`src/rtl/prog_loader_if.sv`:
```
// Byte-stream receive and memory-write bus for the program loader.
// The loader sits on the slave side; the byte source and memory sit on master.
interface prog_loader_if;
  logic [7:0]  rx_data;
  logic        rx_valid;
  logic        mem_we;
  logic [15:0] mem_addr;
  logic [7:0]  mem_wdata;

  modport master (
    output rx_data, rx_valid,
    input  mem_we, mem_addr, mem_wdata
  );

  modport slave (
    input  rx_data, rx_valid,
    output mem_we, mem_addr, mem_wdata
  );
endinterface

```
`src/rtl/prog_loader.sv`:
```
// Serial boot loader: parses framed bytes, writes data through to memory,
// and releases the CPU hold only after a frame with a good checksum.
module prog_loader #(
  parameter logic [7:0] SYNC_BYTE      = 8'hA5,
  parameter int         TIMEOUT_CYCLES = 1000
) (
  input  logic          clk,
  input  logic          reset,
  prog_loader_if.slave  bus,
  output logic          cpu_hold,
  output logic          busy,
  output logic          load_done,
  output logic          error
);

  localparam int TW = $clog2(TIMEOUT_CYCLES + 1);
  localparam logic [TW-1:0] TMAX = TW'(TIMEOUT_CYCLES - 1);

  typedef enum logic [2:0] {
    S_IDLE,
    S_ADDR_HI,
    S_ADDR_LO,
    S_LEN_HI,
    S_LEN_LO,
    S_DATA,
    S_CHECK
  } state_t;

  state_t        state, nxt;
  logic [15:0]   addr;
  logic [15:0]   cnt;
  logic [7:0]    sum;
  logic [TW-1:0] tcnt;
  logic          rxv;
  logic [7:0]    d;
  logic [7:0]    sum_nx;
  logic          tmo;

  assign rxv    = bus.rx_valid;
  assign d      = bus.rx_data;
  assign sum_nx = sum + d;
  // A gap of TIMEOUT_CYCLES idle clocks inside a frame aborts it
  assign tmo    = (state != S_IDLE) && !rxv && (tcnt == TMAX);

  always_comb begin
    nxt = state;
    if (tmo) begin
      nxt = S_IDLE;
    end else if (rxv) begin
      unique case (state)
        S_IDLE:    if (d == SYNC_BYTE) nxt = S_ADDR_HI;
        S_ADDR_HI: nxt = S_ADDR_LO;
        S_ADDR_LO: nxt = S_LEN_HI;
        S_LEN_HI:  nxt = S_LEN_LO;
        S_LEN_LO:  nxt = ({cnt[15:8], d} == 16'h0) ? S_CHECK : S_DATA;
        S_DATA:    if (cnt == 16'h1) nxt = S_CHECK;
        S_CHECK:   nxt = S_IDLE;
        default:   nxt = S_IDLE;
      endcase
    end
  end

  always_ff @(posedge clk or posedge reset) begin
    if (reset) begin
      state         <= S_IDLE;
      addr          <= '0;
      cnt           <= '0;
      sum           <= '0;
      tcnt          <= '0;
      bus.mem_we    <= 1'b0;
      bus.mem_addr  <= '0;
      bus.mem_wdata <= '0;
      cpu_hold      <= 1'b1;
      busy          <= 1'b0;
      load_done     <= 1'b0;
      error         <= 1'b0;
    end else begin
      state      <= nxt;
      bus.mem_we <= 1'b0;
      load_done  <= 1'b0;
      tcnt <= (rxv || tmo || state == S_IDLE) ? '0 : tcnt + 1'b1;
      if (tmo) begin
        error <= 1'b1;
        busy  <= 1'b0;
      end else if (rxv) begin
        sum <= sum_nx;
        unique case (state)
          S_IDLE: begin
            sum <= '0;
            if (d == SYNC_BYTE) begin
              cpu_hold <= 1'b1;
              busy     <= 1'b1;
              error    <= 1'b0;
            end
          end
          S_ADDR_HI: addr[15:8] <= d;
          S_ADDR_LO: addr[7:0]  <= d;
          S_LEN_HI:  cnt[15:8]  <= d;
          S_LEN_LO:  cnt[7:0]   <= d;
          S_DATA: begin
            bus.mem_we    <= 1'b1;
            bus.mem_addr  <= addr;
            bus.mem_wdata <= d;
            addr          <= addr + 16'h1;
            cnt           <= cnt - 16'h1;
          end
          S_CHECK: begin
            busy <= 1'b0;
            if (sum_nx == 8'h00) begin
              load_done <= 1'b1;
              cpu_hold  <= 1'b0;
            end else begin
              error <= 1'b1;
            end
          end
          default: ;
        endcase
      end
    end
  end

endmodule
```
`src/flat_wrapper.sv`:
```
// flat-port wrapper written by rule: the top's interface ports become plain ports
module prog_loader_flat 
#(
  parameter logic [7:0] SYNC_BYTE      = 8'hA5,
  parameter int         TIMEOUT_CYCLES = 1000
)
  (clk, reset, cpu_hold, busy, load_done, error, bus_rx_data, bus_rx_valid, bus_mem_we, bus_mem_addr, bus_mem_wdata);
  prog_loader_if bus_i ();
  input  logic clk;
  input  logic reset;
  output logic cpu_hold;
  output logic busy;
  output logic load_done;
  output logic error;
  input wire logic [$bits(bus_i.rx_data)-1:0] bus_rx_data;
  input wire logic [$bits(bus_i.rx_valid)-1:0] bus_rx_valid;
  output wire logic [$bits(bus_i.mem_we)-1:0] bus_mem_we;
  output wire logic [$bits(bus_i.mem_addr)-1:0] bus_mem_addr;
  output wire logic [$bits(bus_i.mem_wdata)-1:0] bus_mem_wdata;
  assign bus_i.rx_data = bus_rx_data;
  assign bus_i.rx_valid = bus_rx_valid;
  assign bus_mem_we = bus_i.mem_we;
  assign bus_mem_addr = bus_i.mem_addr;
  assign bus_mem_wdata = bus_i.mem_wdata;
  prog_loader #(.SYNC_BYTE(SYNC_BYTE), .TIMEOUT_CYCLES(TIMEOUT_CYCLES)) u_core (.clk(clk), .reset(reset), .bus(bus_i), .cpu_hold(cpu_hold), .busy(busy), .load_done(load_done), .error(error));
endmodule
```
`config.mk`:
```
export PLATFORM = sky130hd
export DESIGN_NAME = prog_loader_flat
export DESIGN_NICKNAME = d
export VERILOG_FILES = /design/src/rtl/prog_loader_if.sv /design/src/rtl/prog_loader.sv /design/src/flat_wrapper.sv
export SDC_FILE = /design/constraint.sdc
export NUM_CORES = 1
export LEC_CHECK = 0
export CORE_MARGIN = 2
export CORE_UTILIZATION = 54
export DETAILED_ROUTE_END_ITERATION = 8
export PLACE_DENSITY = 0.76
export SLEW_MARGIN = 10
export SYNTH_ARGS = -nofsm -noshare
export SYNTH_HDL_FRONTEND = slang
export SYNTH_SLANG_ARGS = --single-unit
export TNS_END_PERCENT = 20
```
`constraint.sdc`:
```
create_clock -name clk -period 5.9 [get_ports clk]
set_input_delay 1.18 -clock clk [delete_from_list [all_inputs] [get_ports clk]]
set_output_delay 1.18 -clock clk [all_outputs]
set_load 0.05 [all_outputs]
```
# --- Word-level counts from Yosys, hierarchy flattened ---
# Index checks and enable logic that the tools add are counted.
word_totals:
  regBits: 82
  latchBits: 0
  ramBits: 0
  rom_bits: 0
  in_bits: 11
  out_inout_bits: 29
  word_cells: 89
  memories: 0
op_classes:
  add_sub_neg: 4
  multipliers: 0
  div: 0
  n_lt_le_gt_ge: 0
  n_eq_ne: 14
  shifts: 0
  mux: 30
  bitwise_logic: 1
  n_reduce_logical: 26
op_table:
  columns: ["cell", "count"]
  rows:
  - ["one-hot mux 8 bit (2 select lines)", 4]
  - ["AND reduction 3 bit", 7]
  - ["one-hot mux 3 bit (6 select lines)", 1]
  - ["adder 16 x 1 -> 16 bit, second input constant", 1]
  - ["== test 16 x 1 -> 1 bit, second input constant", 1]
  - ["zero test 16 bit", 1]
  - ["subtractor 16 x 1 -> 16 bit, second input constant", 1]
  - ["two-way mux 1 bit", 15]
  - ["two-way mux 3 bit", 4]
  - ["nonzero test 2 bit", 6]
  - ["adder 10 x 1 -> 10 bit, second input constant", 1]
  - ["== test 10 bit, second input constant", 1]
  - ["two-way mux 10 bit", 1]
  - ["== test 3 bit, second input constant", 3]
  - ["adder 8 bit", 1]
  - ["== test 8 bit, second input constant", 1]
  - ["zero test 8 bit", 1]
  - ["two-way mux 8 bit", 1]
  - ["== test 3 x 2 -> 1 bit, second input constant", 2]
  - ["!= test 3 x 2 -> 1 bit, second input constant", 2]
  - ["one-hot mux 1 bit (2 select lines)", 3]
  - ["nonzero test 3 bit", 2]
  - ["AND reduction 5 bit", 1]
  - ["AND reduction 4 bit", 1]
  - ["other kinds (11)", 13]

# --- Depth between registers and ports, before layout ---
# Gate-level depths: netlist of the first run.
logic_depth:
  depth_word: 6
  mapped_depth: 8
  depth_no_buf: 7

# --- Worst setup path after synthesis of the first run ---
# Ideal clock, no wire load.
synth_path:
  kind: "input to register"
  from: "in bus_rx_data[0]"
  to: "reg u_core.error"
  setup_ns: 0.120
  t_arrival_ns: 2.940
  required_time_ns: 5.780
  setup_slack_ns: 2.840
  stages: 7
  n_path_buf: 0
  path_cell_list: "ha_1 fa_1 a211o_1 and4b_1 a311oi_1 nand4_1 a31o_2"
synth_between:
  elab_chain_len: 4
  word_cells_on_any_way: 6
  classes_between: "add/sub: 1; eq/ne: 3; reduce/logical: 2"
synth_lines:
  columns: ["element", "line_no", "text"]
  rows:
  - ["start, declared", "flat_wrapper.sv:15", "input wire logic [$bits(bus_i.rx_data)-1:0] bus_rx_data;"]
  - ["adder 8 bit", "prog_loader.sv:41", "assign sum_nx = sum + d;"]
  - ["zero test 8 bit", "prog_loader.sv:109", "if (sum_nx == 8'h00) begin"]
  - ["!= test 3 x 2 -> 1 bit (no line)", null, null]
  - ["AND reduction 4 bit (no line) *", null, null]
  - ["end signal, assigned", "prog_loader.sv:76", "error <= 1'b0;"]
  - ["end signal, assigned", "prog_loader.sv:83", "error <= 1'b1;"]
  - ["end signal, assigned", "prog_loader.sv:113", "error <= 1'b1;"]
  - ["end, declared", "prog_loader.sv:13", "output logic error"]
# Mark *: on every way between the ends. The rest lies on a longest branch, timed or not.
# A chain may end at the register's enable or synchronous reset.

# --- Worst setup path in the final report of the first run ---
layout_path:
  from: "in bus_rx_valid"
  to: "reg u_core.bus.mem_addr[0]"
layout_between:
  elab_chain_len: 5
layout_lines:
  columns: ["element", "line_no", "text"]
  rows:
  - ["start, declared", "flat_wrapper.sv:16", "input wire logic [$bits(bus_i.rx_valid)-1:0] bus_rx_valid;"]
  - ["zero test 1 bit", "prog_loader.sv:43", "assign tmo = (state != S_IDLE) && !rxv && (tcnt == TMAX);"]
  - ["logical AND 1 bit (2 in series)", "prog_loader.sv:43", null]
  - ["NOT 1 bit (no line)", null, null]
  - ["AND reduction 3 bit (no line) *", null, null]
  - ["end signal, assigned", "prog_loader.sv:102", "bus.mem_addr <= addr;"]
  - ["end, declared", "prog_loader_if.sv:17", "output mem_we, mem_addr, mem_wdata"]
# Marked as above.

==> results of run 1 <==
-- sequential cells by signal, indices dropped and copies added (netlist names) --
| name | flops |
|---|---|
| u_core.error | 1 |
| u_core.cpu_hold | 1 |
| u_core.state | 3 |
| u_core.cnt | 16 |
| u_core.sum | 8 |
| u_core.bus.mem_addr | 16 |
| u_core.busy | 1 |
| u_core.tcnt | 10 |
| u_core.addr | 16 |
| u_core.bus.mem_wdata | 8 |
| u_core.load_done | 1 |
| u_core.bus.mem_we | 1 |
-- through the flow --
stage / hold WS [ns] / area, µm² / util (%) / total power, µW
after floorplan: 0.4479 / 4427 / - / 1743
after global placement: 0.4581 / 4891 / 60.44 / 2003
after detailed placement: 0.4624 / 4891 / 60.44 / 2033
after CTS: 0.4816 / 5110 / 63.14 / 2486
after global routing: 0.5021 / 5110 / 63.14 / 2662
final: 0.4743 / 5110 / 63.14 / 2485
-- power by group --
| part | switching (µW) | total (µW) | internal (µW) |
|---|---|---|---|
| clock | 198 | 447 | 249 |
| sequential | 202 | 965 | 763 |
| combinational | 652 | 1070 | 423 |
| total | 1050 | 2490 | 1430 |
-- cell usage in the layout (no fill, tap or decap), drive strengths merged, types with 6 or more instances in the layout --
cell type	Yosys	layout
nand2	101	101
o22a	18	18
inv	12	11
clkdlybuf4s50	0	39
nor3	24	24
o21ai	23	23
dfrtp	81	81
clkbuf	11	11
nor2	50	50
or3	7	7
nand4	6	6
and3	7	7
a31oi	14	14
nand3	15	15
ha	11	11
xor2	7	7
a21oi	23	23
-- logic make-up after synthesis --
group,Yosys count
buffers and inverters,33
DFF,82
xor gates and xnor gates,12
AOI/OAI and AO/OA,127
adders and majority gates,12
and+or+nand+nor,231
-- tightest hold or removal path, stage by stage, from the launching register on --
cell and delay, ns:
sky130_fd_sc_hd__dfrtp_1 0.34, sky130_fd_sc_hd__nand2_1 0.05, sky130_fd_sc_hd__nand2_1 0.05
-- area by class of cell --
class,count,area [µm²]
Clock inverter,5,77.57
Fill cell,699,2983
Timing Repair Buffer,43,420.4
Inverter,12,46.29
Tap cell,105,131.4
Multi-Input combinational cell,382,2240
Sequential cell,82,2053
Clock buffer,11,141.4
-- path summary, 6_finish.rpt --
kind	depth (start not counted)	from	slack, ns	endpoint
setup / recovery	7	bus_rx_valid	2.30	u_core.bus.mem_addr[0]$_DFFE_PP0P_
hold / removal	2	u_core.bus.mem_wdata[3]$_DFFE_PP0P_	0.47	u_core.bus.mem_wdata[3]$_DFFE_PP0P_
setup reg to reg	7	u_core.sum[0]$_DFFE_PP0P_	3.43	u_core.error$_DFFE_PP0P_
min in group asynchronous	2	reset	1.18	u_core.sum[6]$_DFFE_PP0P_
hold reg to reg	2	u_core.bus.mem_wdata[3]$_DFFE_PP0P_	0.47	u_core.bus.mem_wdata[3]$_DFFE_PP0P_
max in group asynchronous	3	reset	3.69	u_core.cnt[1]$_DFFE_PP0P_
-- per-layer routing --
layer | vias up | global-route usage (%) | part of all wire, %
met2 | 107 | 38.99 | 47
met1 | 1829 | 35.93 | 47
met3 | 11 | 3.352 | 4.5
li1 | 1853 | - | -
met4 | 0 | 8.816 | 1.2
met5 | - | 0 | 0
==> out/qor.log, run 1 <==
qor: synthesis.syn_avg_cell_area 8.907 µm²
qor: detailed_routing.detail_route.first_pass.iterations 5
qor: power.vdd.ir_drop.worst 189.5 µV
qor: placed_design.hpwl 7118 µm
qor: setup_path.start_kind input pin
qor: layout.nNetsFinal 553
qor: grt.grt_pass1_wl 17420 µm
qor: die.std_cell_rows 33
qor: setup_path.timing.critical_path.slowest_cell_delay 0.81 ns
qor: power.power_leakage 0.002218 µW
qor: clocking.clkTransAtPathRegs 0.08 ns
qor: synthesis.synth_top_cell_area_share 45.79%
qor: synthesis.dominantRegCellSynth sky130_fd_sc_hd__dfrtp_1
qor: grt.grt_max_degree 51
qor: setup_path.type_of_the_worst_setup_path in -> reg
qor: die.top_level_ports 40
qor: layout.num_antenna_cells 0
qor: clocking.clock_latency 0.35 ns
qor: sta.setup-violations-final 0
qor: synthesis.synth-edff-count 0
qor: die.start_util 54.70%
qor: die.die-width 94.54 µm
qor: synthesis.synth_top_family_by_area simple AND/OR/NAND/NOR gates
qor: detailed_routing.avgViaCountPerCell 5.938
qor: synthesis.synthAdderAreaFrac 3.561%
qor: placed_design.numPortBuffers 39
qor: clocking.cts_setup_buffers 0
qor: sta.finalSetupTns 0 ns
qor: detailed_routing.remaining_drc_errors 0
qor: sta.finClkSkew 0.009294 ns
qor: synthesis.synth.largest_area_cell sky130_fd_sc_hd__dfrtp_1
qor: synthesis.syn-num-nets 520
qor: synthesis.ys_top_cells_by_area sky130_fd_sc_hd__dfrtp_1, sky130_fd_sc_hd__nand2_1, sky130_fd_sc_hd__nor2_1
qor: setup_path.worst_path_dominant_cell_family buffers and inverters
qor: synthesis.synth.top_cells.by_count sky130_fd_sc_hd__nand2_1, sky130_fd_sc_hd__dfrtp_1, sky130_fd_sc_hd__nor2_1, sky130_fd_sc_hd__a21oi_1, sky130_fd_sc_hd__nor3_1
qor: sta.worst_pin_slew 1.055 ns
qor: placed_design.dp_slack 2.040 ns
qor: die.chip_height 94.54 µm
qor: synthesis.synth_area 4427 µm²
qor: clocking.cts_made_buffers 9
qor: placed_design.placed_cells 624
qor: sta.final_max_slew_viol_count 0
qor: grt.first_global_vias 3499
qor: sta.slew_headroom 29.17%
qor: sta.rsz0062_at_grt false
qor: clocking.holdBufCountCts 0
qor: setup_path.end_kind flip-flop
qor: synthesis.yosys.area_share.simple 24.22%
qor: setup_path.critPathSlowestCell sky130_fd_sc_hd__clkdlybuf4s50_1
qor: die.full_die_area 8938 µm²
qor: setup_path.worst-path-buf-inv 4
qor: sta.fin_ws 2.298 ns
qor: grt.grtUsageTotal 24.97%
qor: sta.period_needed 3.602 ns
qor: detailed_routing.wl_per_cell 16.10 µm
qor: clocking.post_cts_resize_count 0
qor: setup_path.critical_path.cell_chain clkdlybuf4s50_1, inv_1, nor3_1, nand2_1, buf_4, inv_2, o32a_1
qor: flow_run.drv_cap 0
qor: sta.period_share 61.05%
qor: synthesis.yosys.cell_types.count 65
qor: grt.number_of_antenna_violations_at_the_first_check_in_global_routing 0
qor: hold_path.hold_class reg -> reg
qor: power.pwr_density_cell 486.4 nW/µm²
qor: clocking.maximum_number_of_buffers_from_clock_root_to_sink 2
qor: layout.final_cell_count_without_fillers 640
qor: clocking.h-tree-depth 3
qor: synthesis.synth_sequential_area_ratio 46.38%
qor: clocking.cts_root_buffer sky130_fd_sc_hd__clkbuf_8
qor: synthesis.muxShareOfSynthArea 0%
qor: status.outcome completed
qor: synthesis.synth_compound_area_share 20.44%
qor: synthesis.synth-xor-area-share 2.374%
qor: synthesis.ys_warn_count 0
qor: sta.maxClockFrequency 0.2776 GHz
qor: placed_design.globalplace.congestion 0.8873
qor: clocking.tritoncts done
qor: detailed_routing.detail-route-antenna-nets 0
qor: sta.hold_viol 0
qor: die.placeableCoreArea 8093 µm²
qor: detailed_routing.route.final.wire_length 10300 µm
qor: layout.drive_gt1_share 7.103%
qor: synthesis.most_used_standard_cell_by_instance_count_after_synthesis sky130_fd_sc_hd__nand2_1
qor: clocking.tritoncts_num_sinks 82
qor: setup_path.max_fo_critical_path 25
qor: synthesis.synthCells 497
qor: synthesis.register_bit_count_reported_by_yosys 82
qor: detailed_routing.drtIter0Drc 254
qor: detailed_routing.num_vias 3800
qor: layout.syn2layout_area_growth 15.43%
qor: synthesis.asyncSetResetFlopFracSynth 100.0%
qor: grt.grt.overflow.total 0
qor: setup_path.worstPathArrival 3.89 ns
qor: setup_path.worst_ep_required_time 6.19 ns
Note: power is estimated with default switching activity, not from simulation.
==> run 2: changes to the inputs <==
CORE_UTILIZATION = 52   (was 54)
clock period = 3.1 ns   (was 5.9 ns; I/O delays follow)
==> out/qor.log, run 2 (synthesis results as in run 1) <==
qor: power.power.sequential.fraction 39.6%
qor: detailed_routing.route.final.wire_length 10540 µm
qor: detailed_routing.detail-route-antenna-nets 0
qor: hold_path.worst_hold_path.num_cells 2
qor: power.vdd.ir_drop.worst 432.8 µV
qor: clocking.holdBufCountCts 0
qor: sta.worst_pin_slew 1.053 ns
qor: detailed_routing.wl_per_cell 16.14 µm
qor: clocking.h-tree-depth 3
qor: placed_design.hpwl 7459 µm
qor: placed_design.numPortBuffers 39
qor: sta.rsz0062_at_grt false
qor: die.die-width 96.27 µm
qor: layout.post-route-cell-area 5179 µm²
qor: power.power.internal 2589 µW
qor: setup_path.max_fo_critical_path 3
qor: die.full_die_area 9267 µm²
qor: layout.largest_registers u_core.addr x16, u_core.bus.mem_addr x16, u_core.cnt x16
qor: clocking.tritoncts_num_sinks 82
qor: layout.num_antenna_cells 0
qor: die.placeableCoreArea 8217 µm²
qor: hold_path.hold_path_end u_core.bus.mem_wdata[4]$_DFFE_PP0P_
qor: placed_design.detailed_place.area 5001 µm²
qor: setup_path.r2r_end u_core.error$_DFFE_PP0P_
qor: power.pwr_density_cell 896.3 nW/µm²
qor: clocking.clock_latency 0.35 ns
qor: layout.drive_gt1_share 9.307%
qor: layout.most-common-layout-cells sky130_fd_sc_hd__nand2_1, sky130_fd_sc_hd__dfrtp_1, sky130_fd_sc_hd__nor2_1, sky130_fd_sc_hd__clkdlybuf4s50_1
qor: detailed_routing.num_vias 3952
qor: placed_design.globalplace.congestion 0.9031
qor: layout.layout.filler_cells 715
qor: detailed_routing.drtIter0Drc 258
qor: power.comb_power_share 45.2%
qor: sta.finalHoldWorstSlack 0.4754 ns
qor: layout.commonest_non_fill_non_tap_cell_in_the_layout sky130_fd_sc_hd__nand2_1
qor: sta.setup-violations-final 0
qor: grt.grt.overflow.total 0
qor: setup_path.worstPathArrival 3.09 ns
qor: power.design_power_total 4642 µW
qor: clocking.cts_root_buffer sky130_fd_sc_hd__clkbuf_8
qor: power.sw_share 44.23%
qor: power.power_leakage 0.002261 µW
qor: grt.grtUsageTotal 24.67%
qor: clocking.maximum_number_of_buffers_from_clock_root_to_sink 2
qor: detailed_routing.remaining_drc_errors 0
qor: die.top_level_ports 40
qor: sta.final_max_slew_viol_count 0
qor: status.outcome completed
qor: die.start_util 53.88%
qor: grt.first_global_vias 3756
qor: flow_run.drv_cap 0
qor: setup_path.rr_worst_depth 7
qor: hold_path.hold_class reg -> reg
qor: setup_path.reg2reg_slack 0.61 ns
qor: power.power.clock.fraction 15.3%
qor: die.chip_height 96.27 µm
qor: clocking.post_cts_resize_count 0
qor: clocking.cts_setup_buffers 0
qor: hold_path.hold_start u_core.bus.mem_wdata[4]$_DFFE_PP0P_
qor: sta.maxClockFrequency 0.3522 GHz
qor: grt.grt_pass1_wl 17930 µm
qor: clocking.cts_made_buffers 9
qor: setup_path.worst_r2r_startpoint u_core.sum[0]$_DFFE_PP0P_
qor: sta.period_share 91.59%
qor: grt.number_of_antenna_violations_at_the_first_check_in_global_routing 0
qor: setup_path.worst_ep_required_time 3.35 ns
qor: power.total_switching_power 2053 µW
qor: detailed_routing.detail_route.first_pass.iterations 5
qor: sta.hold_viol 0
qor: setup_path.end_kind flip-flop
qor: layout.nNetsFinal 566
qor: sta.period_needed 2.839 ns
qor: setup_path.type_of_the_worst_setup_path in -> reg
qor: clocking.tritoncts done
qor: grt.grt_max_degree 83
qor: sta.finClkSkew 0.007987 ns
qor: setup_path.start_kind input pin
qor: clocking.clkTransAtPathRegs 0.09 ns
qor: layout.syn2layout_area_growth 16.99%
qor: detailed_routing.avgViaCountPerCell 6.052
qor: sta.slew_headroom 29.30%
qor: die.std_cell_rows 33
## run 2: changes by cell type in the layout (fill, tap and decap cells not counted)
cell / delta
sky130_fd_sc_hd__clkinvlp_4: +1
sky130_fd_sc_hd__clkinv_4: +2
sky130_fd_sc_hd__inv_6: +2
sky130_fd_sc_hd__buf_12: +1
sky130_fd_sc_hd__clkinv_2: -2
sky130_fd_sc_hd__clkbuf_8: -1
sky130_fd_sc_hd__bufinv_16: -2
sky130_fd_sc_hd__buf_4: +12
## run 2: how the worst max path moves through the flow
stage	endpoint	slack, ns	from
after floorplan	u_core.addr[0]$_DFFE_PP0P_	0.37	reset
after global placement	u_core.error$_DFFE_PP0P_	0.008	bus_rx_data[0]
after detailed placement	u_core.error$_DFFE_PP0P_	-0.07	bus_rx_data[0]
after CTS	u_core.error$_DFFE_PP0P_	0.30	bus_rx_data[0]
after global routing	u_core.error$_DFFE_PP0P_	0.15	bus_rx_data[0]
final	u_core.error$_DFFE_PP0P_	0.26	bus_rx_data[0]
## run 2: power groups by stage
stage               combinational (µW)  sequential [µW]  clock, µW
finish                            2100             1840        708
global route                      2310             1890        775
CTS                               2090             1820        723
detailed placement                2080             1840          0
global placement                  2020             1820          0
floorplan                         1260             2060          0
## run 2: routing by layer
| metal | vias to the layer above | wire length [µm] | GRT usage, % |
|---|---|---|---|
| met5 | - | 0 | 0 |
| met4 | 0 | 204 | 6.786 |
| met3 | 28 | 696 | 4.777 |
| met2 | 163 | 4882 | 40.05 |
| met1 | 1875 | 4758 | 33.75 |
| li1 | 1886 | - | - |
## run 2: layout make-up
cell class,count,area (µm²),area share (%)
flip-flops and latches,82,2053,39.65
inverters,12,46.29,0.8939
clock buffers,10,127.6,2.464
well taps,105,131.4,2.537
multi-input cells,382,2240,43.25
clock inverters,6,50.05,0.9664
repair buffers,56,530.5,10.24
## run 2: metrics by stage
stage / setup slack (ns) / setup TNS [ns] / util [%] / instances
after floorplan: 0.3732 / 0 / - / 497
after global placement: 0.007977 / 0 / 60.86 / 637
after detailed placement: -0.07279 / -0.07279 / 60.86 / 637
after CTS: 0.3029 / 0 / 63.03 / 653
after global routing: 0.1521 / 0 / 63.03 / 653
final: 0.2608 / 0 / 63.03 / 653
## run 2: worst max-delay path: stages
cell and delay, ns:
sky130_fd_sc_hd__clkdlybuf4s50_1 0.44, sky130_fd_sc_hd__ha_1 0.24, sky130_fd_sc_hd__fa_1 0.41, sky130_fd_sc_hd__a211o_1 0.30
sky130_fd_sc_hd__and4b_1 0.19, sky130_fd_sc_hd__a311oi_1 0.34, sky130_fd_sc_hd__nand4_1 0.25, sky130_fd_sc_hd__a31o_2 0.29
